<file path="src/rtl/pci_edu_mmio.sv">
// BAR0 register target for the PCI Edu device: ID, liveness, factorial engine and IRQ registers.
// Reads are combinational; all state updates on clk, cleared asynchronously by rst (active low).
module pci_edu_mmio #(
    parameter logic [31:0] DEV_ID        = 32'h010000ed,
    parameter logic [31:0] FACT_IRQ_MASK = 32'h00000001
) (
    input  logic        clk,
    input  logic        rst,
    input  logic        mmio_enable,
    input  logic        mmio_iswrite,
    input  logic [5:0]  mmio_offset,
    input  logic [31:0] mmio_write_val,
    output logic [31:0] mmio_read_val,
    output logic        intr_status
);

    typedef enum logic {IDLE, RUN} state_t;

    localparam logic [5:0] IDX_ID       = 6'd0;
    localparam logic [5:0] IDX_LIVE     = 6'd1;
    localparam logic [5:0] IDX_FACT     = 6'd2;
    localparam logic [5:0] IDX_STATUS   = 6'd8;
    localparam logic [5:0] IDX_IRQ_STAT = 6'd9;
    localparam logic [5:0] IDX_IRQ_RAISE = 6'd24;
    localparam logic [5:0] IDX_IRQ_ACK  = 6'd25;

    state_t      state_q, state_d;
    logic [31:0] liveness_q, liveness_d;
    logic [31:0] fact_val_q, fact_val_d;
    logic [31:0] acc_q, acc_d;
    logic [31:0] cnt_q, cnt_d;
    logic [31:0] irq_status_q, irq_status_d;
    logic        irq_en_q, irq_en_d;
    logic        intr_q, intr_d;
    logic        busy;
    logic        wr;

    assign busy        = (state_q == RUN);
    assign wr          = mmio_enable && mmio_iswrite;
    assign intr_status = intr_q;

    always_comb begin
        mmio_read_val = 32'h0;
        case (mmio_offset)
            IDX_ID:       mmio_read_val = DEV_ID;
            IDX_LIVE:     mmio_read_val = ~liveness_q;
            IDX_FACT:     mmio_read_val = fact_val_q;
            IDX_STATUS:   mmio_read_val = {24'h0, irq_en_q, 6'h0, busy};
            IDX_IRQ_STAT: mmio_read_val = irq_status_q;
            default:      mmio_read_val = 32'h0;
        endcase
    end

    always_comb begin
        state_d      = state_q;
        liveness_d   = liveness_q;
        fact_val_d   = fact_val_q;
        acc_d        = acc_q;
        cnt_d        = cnt_q;
        irq_status_d = irq_status_q;
        irq_en_d     = irq_en_q;
        intr_d       = |irq_status_q;

        if (wr && mmio_offset == IDX_LIVE)      liveness_d = mmio_write_val;
        if (wr && mmio_offset == IDX_STATUS)    irq_en_d = mmio_write_val[7];
        if (wr && mmio_offset == IDX_IRQ_RAISE) irq_status_d = irq_status_d | mmio_write_val;
        if (wr && mmio_offset == IDX_IRQ_ACK)   irq_status_d = irq_status_d & ~mmio_write_val;

        // Completion is applied after any ack so a same-edge ack cannot swallow it;
        // irq_en_q is the pre-edge value, so a same-edge status write does not matter.
        case (state_q)
            IDLE: begin
                if (wr && mmio_offset == IDX_FACT) begin
                    state_d    = RUN;
                    fact_val_d = mmio_write_val;
                    cnt_d      = mmio_write_val;
                    acc_d      = 32'd1;
                end
            end
            RUN: begin
                if (cnt_q > 32'd1 && acc_q != 32'd0) begin
                    acc_d = acc_q * cnt_q;
                    cnt_d = cnt_q - 32'd1;
                end else begin
                    fact_val_d = acc_q;
                    state_d    = IDLE;
                    if (irq_en_q) irq_status_d = irq_status_d | FACT_IRQ_MASK;
                end
            end
            default: state_d = IDLE;
        endcase
    end

    always_ff @(posedge clk or negedge rst) begin
        if (!rst) begin
            state_q      <= IDLE;
            liveness_q   <= 32'h0;
            fact_val_q   <= 32'h0;
            acc_q        <= 32'h0;
            cnt_q        <= 32'h0;
            irq_status_q <= 32'h0;
            irq_en_q     <= 1'b0;
            intr_q       <= 1'b0;
        end else begin
            state_q      <= state_d;
            liveness_q   <= liveness_d;
            fact_val_q   <= fact_val_d;
            acc_q        <= acc_d;
            cnt_q        <= cnt_d;
            irq_status_q <= irq_status_d;
            irq_en_q     <= irq_en_d;
            intr_q       <= intr_d;
        end
    end

endmodule
</file>
<file path="config.mk">
export PLATFORM = sky130hd
export DESIGN_NAME = pci_edu_mmio
export DESIGN_NICKNAME = d
export VERILOG_FILES = /design/src/rtl/pci_edu_mmio.sv
export SDC_FILE = /design/constraint.sdc
export NUM_CORES = 2
export LEC_CHECK = 0
export CORE_ASPECT_RATIO = 0.7
export CORE_MARGIN = 3
export CORE_UTILIZATION = 55
export DETAILED_ROUTE_END_ITERATION = 10
export HOLD_SLACK_MARGIN = 0.1
export PLACE_DENSITY = 0.78
export SLEW_MARGIN = 20
export SYNTH_ARGS = -nofsm -noshare
export SYNTH_HDL_FRONTEND = slang
export SYNTH_SLANG_ARGS = --single-unit
</file>
<file path="constraint.sdc">
create_clock -name clk -period 9 [get_ports clk]
set_input_delay 2.25 -clock clk [delete_from_list [all_inputs] [get_ports clk]]
set_output_delay 2.25 -clock clk [all_outputs]
set_load 0.1 [all_outputs]
</file>
==> impl_results.md <==
- Synth area leader: fa_1
- WP data required: 9320 ps
- Ports: 75
- Final wirelength: around 70000 um
- Post-route setup slack: approximately 750 ps
- Core Rows: 62
- Hold-critical path depth: 1
- Period minus WS final: ~8200 ps
- Initial core utilization: between 50 and 60%
- Slew HR: 21.8%
- Via count: 18700
- Reg-to-reg critical path startpoint: cnt_q[7]
- # setup viols final: 0
- Synth Register Bits: 163
- Most common cell after layout, fill and taps aside: fa_1
- Max Clk Rate: 121 MHz
- Die area: 0.0456 mm^2
- EDFF count, synth: 0
- Core Area: 0.0417 mm^2
- Adder-cell share of the synthesized area: between 40% and 50%
- Cell with the most instances on the worst path: fa_1
- Crit share post-route: about nine tenths
- R2R Path End: acc_q[31]
- Seq/Total Area, Yosys: 17.2%
- Place WS: 869 ps
- Main combinational cell family by area after synthesis: adder cells
- Clock sink count: around 160
- Crit start category: flip-flop
- Die width: 254 um
- Routed length per instance: between 20 and 25 um
- Initial detailed-routing violation count: 2172
- Final HPWL DP: around 54000 um
- CP endpoint kind: flip-flop
- WHS: between 500 and 600 ps
- Area Overhead vs Synth: 6.69%
- FF-to-FF setup slack: around 750 ps
- Hold Path Origin: liveness_q[4]
- Post-Synth Simple-Gate Area: 17.4%
- Status: finished, final reports clean
- Endpoint, Worst Hold: liveness_q[4]
- Number of setup buffers added after CTS: 0
- Clock buffer depth: 2
- Syn Std Cell Area: about 0.024 mm^2
- Die Height: 180 um
- Count of cell types in the netlist: 72
- CP arrival: 8560 ps
- RSZ-0062 raised after global routing: no
- Drt pass-1 iters: 6
- Most frequent cells in the layout: fa_1 (408), inv_1 (388), and2_1 (314)
- Initial antenna violation count: 2
- CP max FO: 28
- Slew Viols, Final: 0
- Largest net degree at the start of global routing: 103
- Least-Margin Pin Slew: 1170 ps
- Share of the synthesized area in the top cell type: about 35%
- Worst-skew pair later-pin latency: approximately 460 ps
- Nets@finish: 3092
- Worst Clk Skew: 14.1 ps
- Post-Place Cells: 3041
- CTS Hold Bufs: 0
- DRC viols: 0
- CP max stage delay: 1070 ps
- CP max stage cell: dfrtp_1
- Hold Path Class: flip-flop to flip-flop
- CTS clk-pin slew, worst paths: ~80 ps
- Root Driver: clkbuf_16
- Synth Net Count: 3126
- Final instance count without filler cells: 3076
- Final ANT Viol Nets: 0
- First-pass GRT wire length: around 110000 um
- Mapped Cells: 2551
- CTS tree: done
- Overall Global Routing Usage: 32.4%
- Hold Fails Final Rpt: 0
- Share of async-settable or async-resettable flops after synthesis: 100%
- Crit-path cells: and2_1 -> fa_1 -> fa_1 -> fa_1 -> inv_1 -> fa_1 -> inv_1 -> fa_1 -> inv_1 -> fa_1 -> inv_1 -> fa_1 -> fa_1 -> ha_1 -> a21oi_1 -> o21ai_0 -> or3b_1 -> a2111oi_2 -> a21oi_1 -> a311oi_1 -> xnor2_1 -> o21ai_1
- Warnings, synthesis: 0
- Compound-gate portion of the synthesized area: 9.10%
- Setup_tns: 0 ps
- Cells on worst reg2reg path: 22
- Share of layout cells above drive strength 1: 7.23%
- PortBufs: 74
- Ys flop type: dfrtp_1
- Vias per std cell: 6.09
- Max Cap Viol: 0
- Crit Path Class: flip-flop to flip-flop
- Gpl congestion: between 0.9 and 1
- Mapped Avg Cell Area: 9.28 um^2
- Synth Area in XOR/XNOR: 2.98%
- Total gr overflow: 0
- Post-synthesis mux area share: under 10%
- PostCTS Resize Cnt: 0
- CTS H-tree depth: 4
- Top cells by area, synth: fa_1 (35%), dfrtp_1 (17%), and2_1 (8.3%)
- Vias in the first global route: 20100
- Num CTS Buffers: 17
## final cells by class
class | instances | area (um^2)
inverters | 391 | 1470
well taps | 544 | 681
diodes | 2 | 5.00
clock buffers | 17 | 425
multi-input cells | 1830 | 17500
flip-flops and latches | 163 | 4080
repair buffers | 114 | 972
clock inverters | 15 | 166
fillers | 3450 | 16500
## layer usage
layer  part of all wire (%)  up-vias  track usage, %
li1                       -     7916               -
met5                   0.11        -            1.06
met3                     13      185            8.90
met1                     41     9507            46.7
met2                     43     1117            47.7
met4                    3.2        4            9.90
## worst max-delay path, delay by kind of cell (launching register included)
family / cells / cell delay [ps]
simple gates: 2 / 720
fa+ha+maj: 9 / 4300
buf+inv: 4 / 220
flops: 1 / 1070
xor+xnor: 1 / 160
compound gates: 6 / 1630
## kinds of logic after synthesis
logic type / count (synthesis)
AO/OA/AOI/OAI: 350
flip-flops: 163
XOR/XNOR: 79
AND/OR/NAND/NOR: 800
multiplexers: 68
buffers and inverters: 558
adder cells (fa/ha/maj): 533
## synth_stat cells, types with 3 or more instances
cell / count
or3_1: 10
and2_1: 314
fa_1: 408
or4_1: 6
o21ai_0: 88
nor4_1: 23
a221o_1: 8
nand2_1: 277
a21o_1: 6
mux2_2: 32
nor2_1: 65
buf_6: 4
ha_1: 125
clkbuf_1: 141
a21oi_1: 133
o22ai_1: 7
nor2b_1: 3
xor2_1: 22
or2_2: 5
nand4_1: 7
xnor2_1: 56
mux2i_1: 35
o211ai_1: 10
a22oi_1: 27
o31ai_1: 4
dfrtp_1: 163
nand2b_1: 4
a21oi_2: 23
o21a_1: 7
inv_1: 388
buf_4: 3
buf_1: 3
nor3_1: 17
and3_1: 9
o311ai_0: 3
buf_2: 16
nor3b_1: 3
a31oi_1: 6
a211oi_1: 3
nand3_1: 44
## worst max-delay path by stage
stage | start | endpoint | slack, ps | cells after the start
2_1_floorplan | mmio_offset[5] | mmio_read_val[10] | 1090 | 6
3_3_place_gp | cnt_q[4] | acc_q[31] | 1000 | 22
3_5_place_dp | cnt_q[3] | acc_q[31] | 870 | 20
4_1_cts | cnt_q[7] | acc_q[31] | 860 | 22
5_1_grt | cnt_q[7] | acc_q[31] | 450 | 20
6_report | cnt_q[7] | acc_q[31] | 750 | 22
## per-stage QoR
stage          instance area (um^2)  util, %
2_1_floorplan                 23700        -
3_3_place_gp                  24600     59.0
3_5_place_dp                  24600     59.0
4_1_cts                       25200     60.5
5_1_grt                       25300     60.5
6_report                      25300     60.5
Power is left out: the tool's default activity adds up to more than one toggle a clock period on the data nets, which glitch-free logic cannot reach.
